`config.mk`:
```
export PLATFORM = sky130hd
export DESIGN_NAME = mult_share_arbiter
export DESIGN_NICKNAME = d
export VERILOG_FILES = /design/src/rtl/mult_ctrl_pkg.sv /design/src/rtl/rr_arbiter2.sv /design/src/rtl/mult_share_arbiter.sv
export SDC_FILE = /design/constraint.sdc
export NUM_CORES = 1
export LEC_CHECK = 0
export CAP_MARGIN = 20
export CORE_MARGIN = 1.5
export CORE_UTILIZATION = 42
export DETAILED_ROUTE_END_ITERATION = 16
export PLACE_DENSITY_LB_ADDON = 0.25
export SLEW_MARGIN = 20
export SYNTH_ARGS = -nofsm -noshare
export SYNTH_HDL_FRONTEND = slang
export SYNTH_HIERARCHICAL = 1
export SYNTH_SLANG_ARGS = --single-unit
```
`constraint.sdc`:
```
create_clock -name clk -period 4.6 [get_ports clk]
set_clock_uncertainty 0.1 [all_clocks]
set_input_delay 0.92 -clock clk [delete_from_list [all_inputs] [get_ports clk]]
set_output_delay 0.92 -clock clk [all_outputs]
set_load 0.01 [all_outputs]
```
`src/rtl/mult_ctrl_pkg.sv`:
```
// -----------------------------------------------------------------------------
// mult_ctrl_pkg
//
// Shared definitions for the multiplier-sharing controller:
//   - state_e        : sequencing FSM states
//   - DefaultWidth   : default operand width (product is twice this)
//   - DefaultTimeout : default watchdog limit, in BUSY cycles
// -----------------------------------------------------------------------------
package mult_ctrl_pkg;

    localparam int unsigned DefaultWidth   = 8;
    localparam int unsigned DefaultTimeout = 16;

    // IDLE -> ISSUE -> BUSY -> RESPOND -> IDLE
    typedef enum logic [1:0] {
        StIdle    = 2'd0,
        StIssue   = 2'd1,
        StBusy    = 2'd2,
        StRespond = 2'd3
    } state_e;

endpackage

```
`src/rtl/rr_arbiter2.sv`:
```
// -----------------------------------------------------------------------------
// rr_arbiter2
//
// Two-requester round-robin grant logic. The grant is purely combinational
// from the request vector and the stored last-grant pointer. The pointer
// only moves when the owner of a grant finishes, signalled on update_i.
//
// Ports:
//   clk_i        : clock, rising edge
//   rst_i        : asynchronous active-high reset (pointer -> 1)
//   req_i[1:0]   : request vector, bit n = requester n
//   update_i     : finished operation, load the pointer this edge
//   update_id_i  : requester that owned the finished operation
//   gnt_o[1:0]   : one-hot grant, zero when nobody requests
// -----------------------------------------------------------------------------
module rr_arbiter2 (
    input  logic       clk_i,
    input  logic       rst_i,
    input  logic [1:0] req_i,
    input  logic       update_i,
    input  logic       update_id_i,
    output logic [1:0] gnt_o
);

    // Resets to 1 so requester 0 wins the first tie.
    logic last_grant_q;

    always_ff @(posedge clk_i or posedge rst_i) begin
        if (rst_i) begin
            last_grant_q <= 1'b1;
        end else if (update_i) begin
            last_grant_q <= update_id_i;
        end
    end

    always_comb begin
        gnt_o = 2'b00;
        unique case (req_i)
            2'b01:   gnt_o = 2'b01;
            2'b10:   gnt_o = 2'b10;
            // Tie: the requester that was not served last goes first.
            2'b11:   gnt_o = last_grant_q ? 2'b01 : 2'b10;
            default: gnt_o = 2'b00;
        endcase
    end

endmodule

```
`src/rtl/mult_share_arbiter.sv`:
```
// -----------------------------------------------------------------------------
// mult_share_arbiter
//
// Shares one iterative multiplier between two requesters. Operand pairs are
// accepted over valid/ready, one at a time, with round-robin arbitration.
// The controller pulses mult_start for one cycle, waits for mult_done and
// returns the product to the granted requester over a response handshake.
//
// Optional build macro:
//   MULT_WATCHDOG_EN : bound the BUSY wait to TIMEOUT cycles. On expiry the
//                      response carries product 0 and the sticky mult_timeout
//                      flag is set. Without it BUSY waits indefinitely.
//
// Ports:
//   clk, rst                 : clock, asynchronous active-high reset
//   req0_*/req1_*            : operand request handshakes (valid/ready, a, b)
//   rsp0_*/rsp1_*            : response handshakes (valid/ready)
//   rsp_product              : shared result bus, valid with either rsp*_valid
//   mult_start               : one-cycle start pulse to the multiplier
//   mult_a, mult_b           : latched operands for the multiplier
//   mult_done, mult_product  : multiplier completion pulse and result
//   busy                     : operation in progress (state != IDLE)
//   grant_id                 : requester owning the current operation
//   mult_timeout             : sticky watchdog flag
// -----------------------------------------------------------------------------
module mult_share_arbiter
    import mult_ctrl_pkg::*;
#(
    parameter int unsigned WIDTH   = DefaultWidth,
    parameter int unsigned TIMEOUT = DefaultTimeout
) (
    input  logic                 clk,
    input  logic                 rst,

    input  logic                 req0_valid,
    output logic                 req0_ready,
    input  logic [WIDTH-1:0]     req0_a,
    input  logic [WIDTH-1:0]     req0_b,

    input  logic                 req1_valid,
    output logic                 req1_ready,
    input  logic [WIDTH-1:0]     req1_a,
    input  logic [WIDTH-1:0]     req1_b,

    output logic                 rsp0_valid,
    input  logic                 rsp0_ready,
    output logic                 rsp1_valid,
    input  logic                 rsp1_ready,
    output logic [2*WIDTH-1:0]   rsp_product,

    output logic                 mult_start,
    output logic [WIDTH-1:0]     mult_a,
    output logic [WIDTH-1:0]     mult_b,
    input  logic                 mult_done,
    input  logic [2*WIDTH-1:0]   mult_product,

    output logic                 busy,
    output logic                 grant_id,
    output logic                 mult_timeout
);

    // -------------------------------------------------------------------------
    // State and datapath registers
    // -------------------------------------------------------------------------
    state_e               state_q;
    logic [WIDTH-1:0]     a_q;
    logic [WIDTH-1:0]     b_q;
    logic [2*WIDTH-1:0]   product_q;
    logic                 grant_q;
    logic                 start_q;

`ifdef MULT_WATCHDOG_EN
    localparam int unsigned CntW = $clog2(TIMEOUT + 1);

    logic [CntW-1:0]      wd_cnt_q;
    logic                 timeout_q;
    logic                 wd_expired;

    // Counter holds the number of BUSY cycles already spent without done.
    assign wd_expired   = (wd_cnt_q == CntW'(TIMEOUT - 1));
    assign mult_timeout = timeout_q;
`else
    assign mult_timeout = 1'b0;
`endif

    // -------------------------------------------------------------------------
    // Arbitration
    // -------------------------------------------------------------------------
    logic [1:0]           arb_gnt;
    logic                 is_idle;
    logic                 accept;
    logic                 win_id;
    logic [WIDTH-1:0]     win_a;
    logic [WIDTH-1:0]     win_b;
    logic                 rsp_ready_sel;
    logic                 rsp_fire;

    assign is_idle = (state_q == StIdle);

    // Only the owner's response ready matters; the other side is ignored.
    assign rsp_ready_sel = grant_q ? rsp1_ready : rsp0_ready;
    assign rsp_fire      = (state_q == StRespond) && rsp_ready_sel;

    rr_arbiter2 u_arb (
        .clk_i       (clk),
        .rst_i       (rst),
        .req_i       ({req1_valid, req0_valid}),
        .update_i    (rsp_fire),
        .update_id_i (grant_q),
        .gnt_o       (arb_gnt)
    );

    // Ready is offered only to the winner and only while idle. It is also held
    // low while reset is asserted so nothing appears accepted during reset.
    assign req0_ready = is_idle && !rst && arb_gnt[0];
    assign req1_ready = is_idle && !rst && arb_gnt[1];

    assign accept = (req0_valid && req0_ready) || (req1_valid && req1_ready);
    assign win_id = arb_gnt[1];
    assign win_a  = win_id ? req1_a : req0_a;
    assign win_b  = win_id ? req1_b : req0_b;

    // -------------------------------------------------------------------------
    // Sequencing FSM
    // -------------------------------------------------------------------------
    always_ff @(posedge clk or posedge rst) begin
        if (rst) begin
            state_q   <= StIdle;
            a_q       <= '0;
            b_q       <= '0;
            product_q <= '0;
            grant_q   <= 1'b0;
            start_q   <= 1'b0;
`ifdef MULT_WATCHDOG_EN
            wd_cnt_q  <= '0;
            timeout_q <= 1'b0;
`endif
        end else begin
            unique case (state_q)
                StIdle: begin
                    if (accept) begin
                        a_q     <= win_a;
                        b_q     <= win_b;
                        grant_q <= win_id;
                        start_q <= 1'b1;
                        state_q <= StIssue;
                    end
                end

                StIssue: begin
                    // A done pulse here is deliberately not captured.
                    start_q <= 1'b0;
`ifdef MULT_WATCHDOG_EN
                    wd_cnt_q <= '0;
`endif
                    state_q <= StBusy;
                end

                StBusy: begin
                    // Done has priority over an expiring watchdog.
                    if (mult_done) begin
                        product_q <= mult_product;
                        state_q   <= StRespond;
                    end
`ifdef MULT_WATCHDOG_EN
                    else if (wd_expired) begin
                        product_q <= '0;
                        timeout_q <= 1'b1;
                        state_q   <= StRespond;
                    end else begin
                        wd_cnt_q <= wd_cnt_q + CntW'(1);
                    end
`endif
                end

                StRespond: begin
                    // No grant is made in the exit cycle; arbitration resumes
                    // from IDLE on the following cycle.
                    if (rsp_ready_sel) begin
                        state_q <= StIdle;
                    end
                end

                default: begin
                    state_q <= StIdle;
                end
            endcase
        end
    end

    // -------------------------------------------------------------------------
    // Outputs, all decoded from registered state
    // -------------------------------------------------------------------------
    assign mult_start  = start_q;
    assign mult_a      = a_q;
    assign mult_b      = b_q;
    assign rsp_product = product_q;
    assign grant_id    = grant_q;
    assign busy        = !is_idle;
    assign rsp0_valid  = (state_q == StRespond) && !grant_q;
    assign rsp1_valid  = (state_q == StRespond) && grant_q;

endmodule

```
Word-level counts from Yosys, hierarchy flattened --
Cells that the tools add are included.
Word-level totals: register bits 37, input bits 55, output and inout port bits 40, word-level logic and storage cells 45
Operators by class: eq/ne operators 9, muxes and demuxes 11, reductions and logical operators 18
Operators with widths (number):
- 8-bit 2-to-1 mux | 2
- 2-bit == test, second input constant | 4
- 1-bit logical AND | 8
- 2-bit 2-to-1 mux | 4
- 2-bit one-hot mux with 4 select lines | 1
- 2-bit one-hot mux with 3 select lines | 1
- 2-bit AND reduction | 3
- 2-bit by 1-bit == test with 1-bit output, second input constant | 2
- 2-bit != test, second input constant | 2
- 1-bit zero test | 3
- 3-bit AND reduction | 1
- 2-bit zero test | 1
- 1-bit 2-to-1 mux | 2
- 2-bit by 1-bit != test with 1-bit output, second input constant | 1
- 1-bit one-hot mux with 2 select lines | 1
- 2-bit nonzero test | 1
- 1-bit logical OR | 1

Depth between registers and ports, before layout --
word-level depth 7, depth in mapped cells 7

Cells and area by module --
Netlist, hierarchy kept.
By module, submodules not included:
- mult_share_arbiter | instances 1, cells each 136, area an instance 1742.9 um2, sequential area each 900.9 um2
- rr_arbiter2 | instances 1, cells each 7, area an instance 57.6 um2, sequential area each 26.3 um2

Least setup slack after synthesis --
OpenSTA, ideal clock, no wires.
path type input to output, start in rst, end out req0_ready, arrival time 2.028 ns, required time 3.580 ns, setup slack 1.552 ns, cell stages on the path 2, buffers on the path 0, cell sequence inv_1 > and3_1
On the way: word-level cells in the longest chain between the ends 3
RTL lines:
- from (decl) | RTL line mult_share_arbiter.sv:33 | input logic rst,
- 1-bit zero test (no line)
- 1-bit logical AND (2 in series) | RTL line mult_share_arbiter.sv:115 | assign req0_ready = is_idle && !rst && arb_gnt[0];
- to (decl) | RTL line mult_share_arbiter.sv:36 | output logic req0_ready,
Every way passes these cells.

Worst setup path after layout --
start in req0_valid, end out req0_ready
On the way: word-level cells in the longest chain between the ends 3, elaborated cells on any way between the ends 5, classes of those cells eq/ne (3); mux (1); reduce/logical (1)
RTL lines:
- from (decl) | RTL line mult_share_arbiter.sv:35 | input logic req0_valid,
- 2-bit == test or 2-bit by 1-bit == test with 1-bit output (tied branches) | RTL line rr_arbiter2.sv:38 | unique case (req_i)
- 2-bit one-hot mux with 3 select lines * | RTL line rr_arbiter2.sv:38
- net arb_gnt[0] | RTL line mult_share_arbiter.sv:89 | logic [1:0] arb_gnt;
- 1-bit logical AND * | RTL line mult_share_arbiter.sv:115
Mark *: on every way through the listed nets, which the timed path passes. The rest lies on a longest branch.

==> impl_metrics.prom <==
# TYPE chip_impl_metric gauge
chip_impl_metric{name="setup_ws",unit="ps"} 1049
chip_impl_metric{name="die_outline_area",unit="µm²"} 4689
chip_impl_info{name="yosys_most_used_dff",value="dfrtp_1"} 1
chip_impl_metric{name="layout_worst_path_cycle_share",unit=""} 0.7720
chip_impl_metric{name="half_perimeter_wire_length_after_detailed_placement",unit="µm"} 3040
chip_impl_info{name="tritoncts",value="built"} 1
chip_impl_metric{name="synth.cell_area",unit="µm²"} 1800
chip_impl_metric{name="timing_hold_violations_final",unit=""} 0
chip_impl_metric{name="post_dp_cell_area",unit="µm²"} 2774
chip_impl_info{name="hp-class",value="reg2reg"} 1
chip_impl_info{name="grt_setup_unrepaired",value="no"} 1
chip_impl_metric{name="hold_slack",unit="ps"} 407.1
chip_impl_info{name="top_post_synthesis_cells_by_area",value="dfrtp_1 50%, mux2_2 11%, mux2i_1 9.5%"} 1
chip_impl_metric{name="final_max_slew_viol_count",unit=""} 0
chip_impl_metric{name="first_global_vias",unit=""} 1433
chip_impl_metric{name="first_pass_grt_wire_length",unit="µm"} 6327
chip_impl_metric{name="area_delta_synth_final",unit="%"} 59.69
chip_impl_metric{name="number_of_flops_mapped_to_enable_cells_by_yosys",unit=""} 0
chip_impl_metric{name="yosys_warnings",unit=""} 6
chip_impl_metric{name="postRouteAntennaNets",unit=""} 0
chip_impl_metric{name="post_cts_hold_buffer_count",unit=""} 0
chip_impl_metric{name="design_area",unit="µm²"} 2875
chip_impl_metric{name="postSynthCellCount",unit=""} 143
chip_impl_metric{name="fin_nets",unit=""} 299
chip_impl_metric{name="detail_route.wl_per_cell",unit="µm"} 13.64
chip_impl_metric{name="post_synth.cell_area_avg",unit="µm²"} 12.59
chip_impl_metric{name="final-setup-viol-count",unit=""} 0
chip_impl_metric{name="dp_slack",unit="ps"} 1062
chip_impl_metric{name="grt_max_degree",unit=""} 37
chip_impl_metric{name="ff_latch_area",unit="µm²"} 927.1
chip_impl_metric{name="post_cts_buffers",unit=""} 0
chip_impl_metric{name="tightestPinTransition",unit="ps"} 768.5
chip_impl_metric{name="cellPowerDensity",unit="nW/µm²"} 588.7
chip_impl_metric{name="fill_cells",unit=""} 328
chip_impl_metric{name="finalWeightedCongestion",unit=""} 0.7136
chip_impl_metric{name="floorplan.io_pins",unit=""} 95
chip_impl_metric{name="vdd.ir_drop.worst",unit="mV"} 0.4111
chip_impl_metric{name="floorplan.core_area",unit="µm²"} 4058
chip_impl_metric{name="timing.slew.headroom",unit=""} 0.4860
chip_impl_metric{name="tns",unit="ps"} 0
chip_impl_metric{name="synth_cell_type_count",unit=""} 28
chip_impl_metric{name="min_period",unit="ps"} 3551
chip_impl_metric{name="grt_overflow",unit=""} 0
chip_impl_metric{name="p_leak",unit="nW"} 1.230
chip_impl_metric{name="wl",unit="µm"} 3956
chip_impl_info{name="synthMostInstantiatedCell",value="dfrtp_1"} 1
chip_impl_metric{name="diodes_inserted",unit=""} 0
chip_impl_info{name="synthTopCellsByCount",value="36 x dfrtp_1, 17 x mux2_2, 17 x mux2i_1, 14 x a21oi_2, 14 x nor2_1"} 1
chip_impl_metric{name="mappedNetlistNets",unit=""} 203
chip_impl_metric{name="cts.repair.resized",unit=""} 0
chip_impl_metric{name="drc_violation_count_after_routing",unit=""} 0
chip_impl_metric{name="grt_usage",unit=""} 0.1860
chip_impl_metric{name="ys_seq_area_frac",unit=""} 0.5149
chip_impl_metric{name="post_route_cells_drive_above_1_share",unit=""} 0.2208
chip_impl_metric{name="buffer_ports.inserted",unit=""} 93
chip_impl_metric{name="synth_top_area_share",unit=""} 0.5003
chip_impl_metric{name="synth_seq_cells",unit=""} 37
chip_impl_info{name="status",value="finished, final reports clean"} 1
chip_impl_metric{name="std_cell_rows",unit=""} 23
chip_impl_metric{name="via_count",unit=""} 1397
chip_impl_metric{name="cts_buffers",unit=""} 5
chip_impl_metric{name="cts_num_sinks",unit=""} 37
chip_impl_metric{name="clock.fmax",unit="MHz"} 281.6
chip_impl_metric{name="clock_insertion_delay_worst_skew",unit="ps"} 290
chip_impl_metric{name="floorplan.die.width",unit="µm"} 68.48
chip_impl_metric{name="clk_pin_slew",unit="ps"} 70
chip_impl_metric{name="postSynth.asyncResetShare",unit=""} 1.000
chip_impl_metric{name="timing.max_cap.violations",unit=""} 0
chip_impl_metric{name="starting_drt_drc_count",unit=""} 73
chip_impl_info{name="end_kind",value="primary output"} 1
chip_impl_metric{name="cts-root-to-sink-buffers",unit=""} 2
chip_impl_metric{name="cp_max_fo",unit=""} 3
chip_impl_metric{name="htreeDepth",unit=""} 2
chip_impl_metric{name="vias_per_cell",unit=""} 4.817
chip_impl_metric{name="cp_data_arrival_time",unit="ps"} 2530
chip_impl_metric{name="worst-r2r-setup-slack",unit="ps"} 2400
chip_impl_info{name="yosysTopAreaCell",value="dfrtp_1"} 1
chip_impl_metric{name="multi_input_comb_area",unit="µm²"} 795.8
chip_impl_info{name="timing.critical_path.from_type",value="primary input"} 1
chip_impl_metric{name="initial_utilization",unit=""} 0.4437
chip_impl_metric{name="antenna_found_initial",unit=""} 0
chip_impl_info{name="setup.worst_path.class",value="in2out"} 1
chip_impl_metric{name="drtPass1Iterations",unit=""} 4
chip_impl_info{name="clk_root_buffer_cell",value="clkbuf_8"} 1
chip_impl_metric{name="die_height",unit="µm"} 68.48
chip_impl_metric{name="cp_data_required_time",unit="ps"} 3580
==> worst max-delay path, cell delays in order <==
cell and delay [ps]:
clkdlybuf4s50_1 560, a21boi_1 300, and3_1 200, clkdlybuf4s50_1 540
==> routing by layer <==
layer / share of wire / GRT usage / up-vias
met5: 0 / 0 / -
met4: 0.013 / 0.08250 / 0
met3: 0.10 / 0.08388 / 7
met2: 0.50 / 0.3125 / 54
met1: 0.38 / 0.1998 / 660
li1: - / - / 676
==> stage by stage <==
| step | power (W) | util | cells |
|---|---|---|---|
| 2_1_floorplan | 0.001014 | - | 143 |
| 3_3_place_gp | 0.001436 | 0.6836 | 282 |
| 3_5_place_dp | 0.001464 | 0.6836 | 282 |
| 4_1_cts | 0.001718 | 0.7086 | 290 |
| 5_1_grt | 0.001810 | 0.7086 | 290 |
| 6_report | 0.001693 | 0.7086 | 290 |
==> path summary, 6_finish.rpt <==
| path | endpoint | cells after the start | start |
|---|---|---|---|
| min in group asynchronous | u_arb/last_grant_q | 2 | rst |
| worst max-delay path | req0_ready | 4 | req0_valid |
| worst min register to register | rsp_product[13] | 1 | rsp_product[13] |
| worst max register to register | grant_id | 5 | state_q[0] |
| worst min-delay path | rsp_product[13] | 1 | rsp_product[13] |
| max in group asynchronous | mult_a[7] | 3 | rst |
==> cell type report <==
cell class / instances / area share
Sequential cell: 37 / 0.3225
Timing Repair Buffer: 96 / 0.3359
Clock buffer: 7 / 0.03351
Tap cell: 50 / 0.02176
Inverter: 6 / 0.007833
Multi-Input combinational cell: 93 / 0.2768
Clock inverter: 1 / 0.001741
==> power breakdown <==
part           total (W)  leakage [nW]  internal, W  switching [W]
combinational   0.000862         0.747     0.000514       0.000348
clock           0.000245        0.0542     0.000135       0.000110
sequential      0.000586         0.429     0.000493      0.0000932
==> cells in the final DEF, fill, tap and decap left out, types with 2 or more instances in the layout <==
cell type / instances
nor2b_1: 2
a21oi_2: 14
nor2_2: 4
inv_1: 6
dfrtp_1: 36
nor2_1: 14
nand2_1: 3
clkdlybuf4s50_1: 93
ha_1: 5
mux2i_1: 17
a21oi_1: 3
and3_1: 2
clkbuf_8: 7
mux2_2: 17
buf_4: 2
==> sequential cells by signal, indices dropped and copies added, names as in the netlist <==
| register | count |
|---|---|
| u_arb/last_grant_q | 1 |
| state_q | 2 |
| mult_b | 8 |
| grant_id | 1 |
| mult_start | 1 |
| mult_a | 8 |
| rsp_product | 16 |
==> logic make-up (layout without fill, tap and decap cells) <==
| family | Yosys count | after routing | share of synthesized area |
|---|---|---|---|
| adders and majority gates | 5 | 5 | 0.03475 |
| other | 1 | 1 | 0.002083 |
| muxes | 35 | 35 | 0.2092 |
| and+or+nand+nor | 29 | 29 | 0.08478 |
| buffers and inverters | 13 | 110 | 0.04517 |
| DFF | 37 | 37 | 0.5149 |
| AOI/OAI and AO/OA | 23 | 23 | 0.1091 |
(Power assumes the default switching activity.)
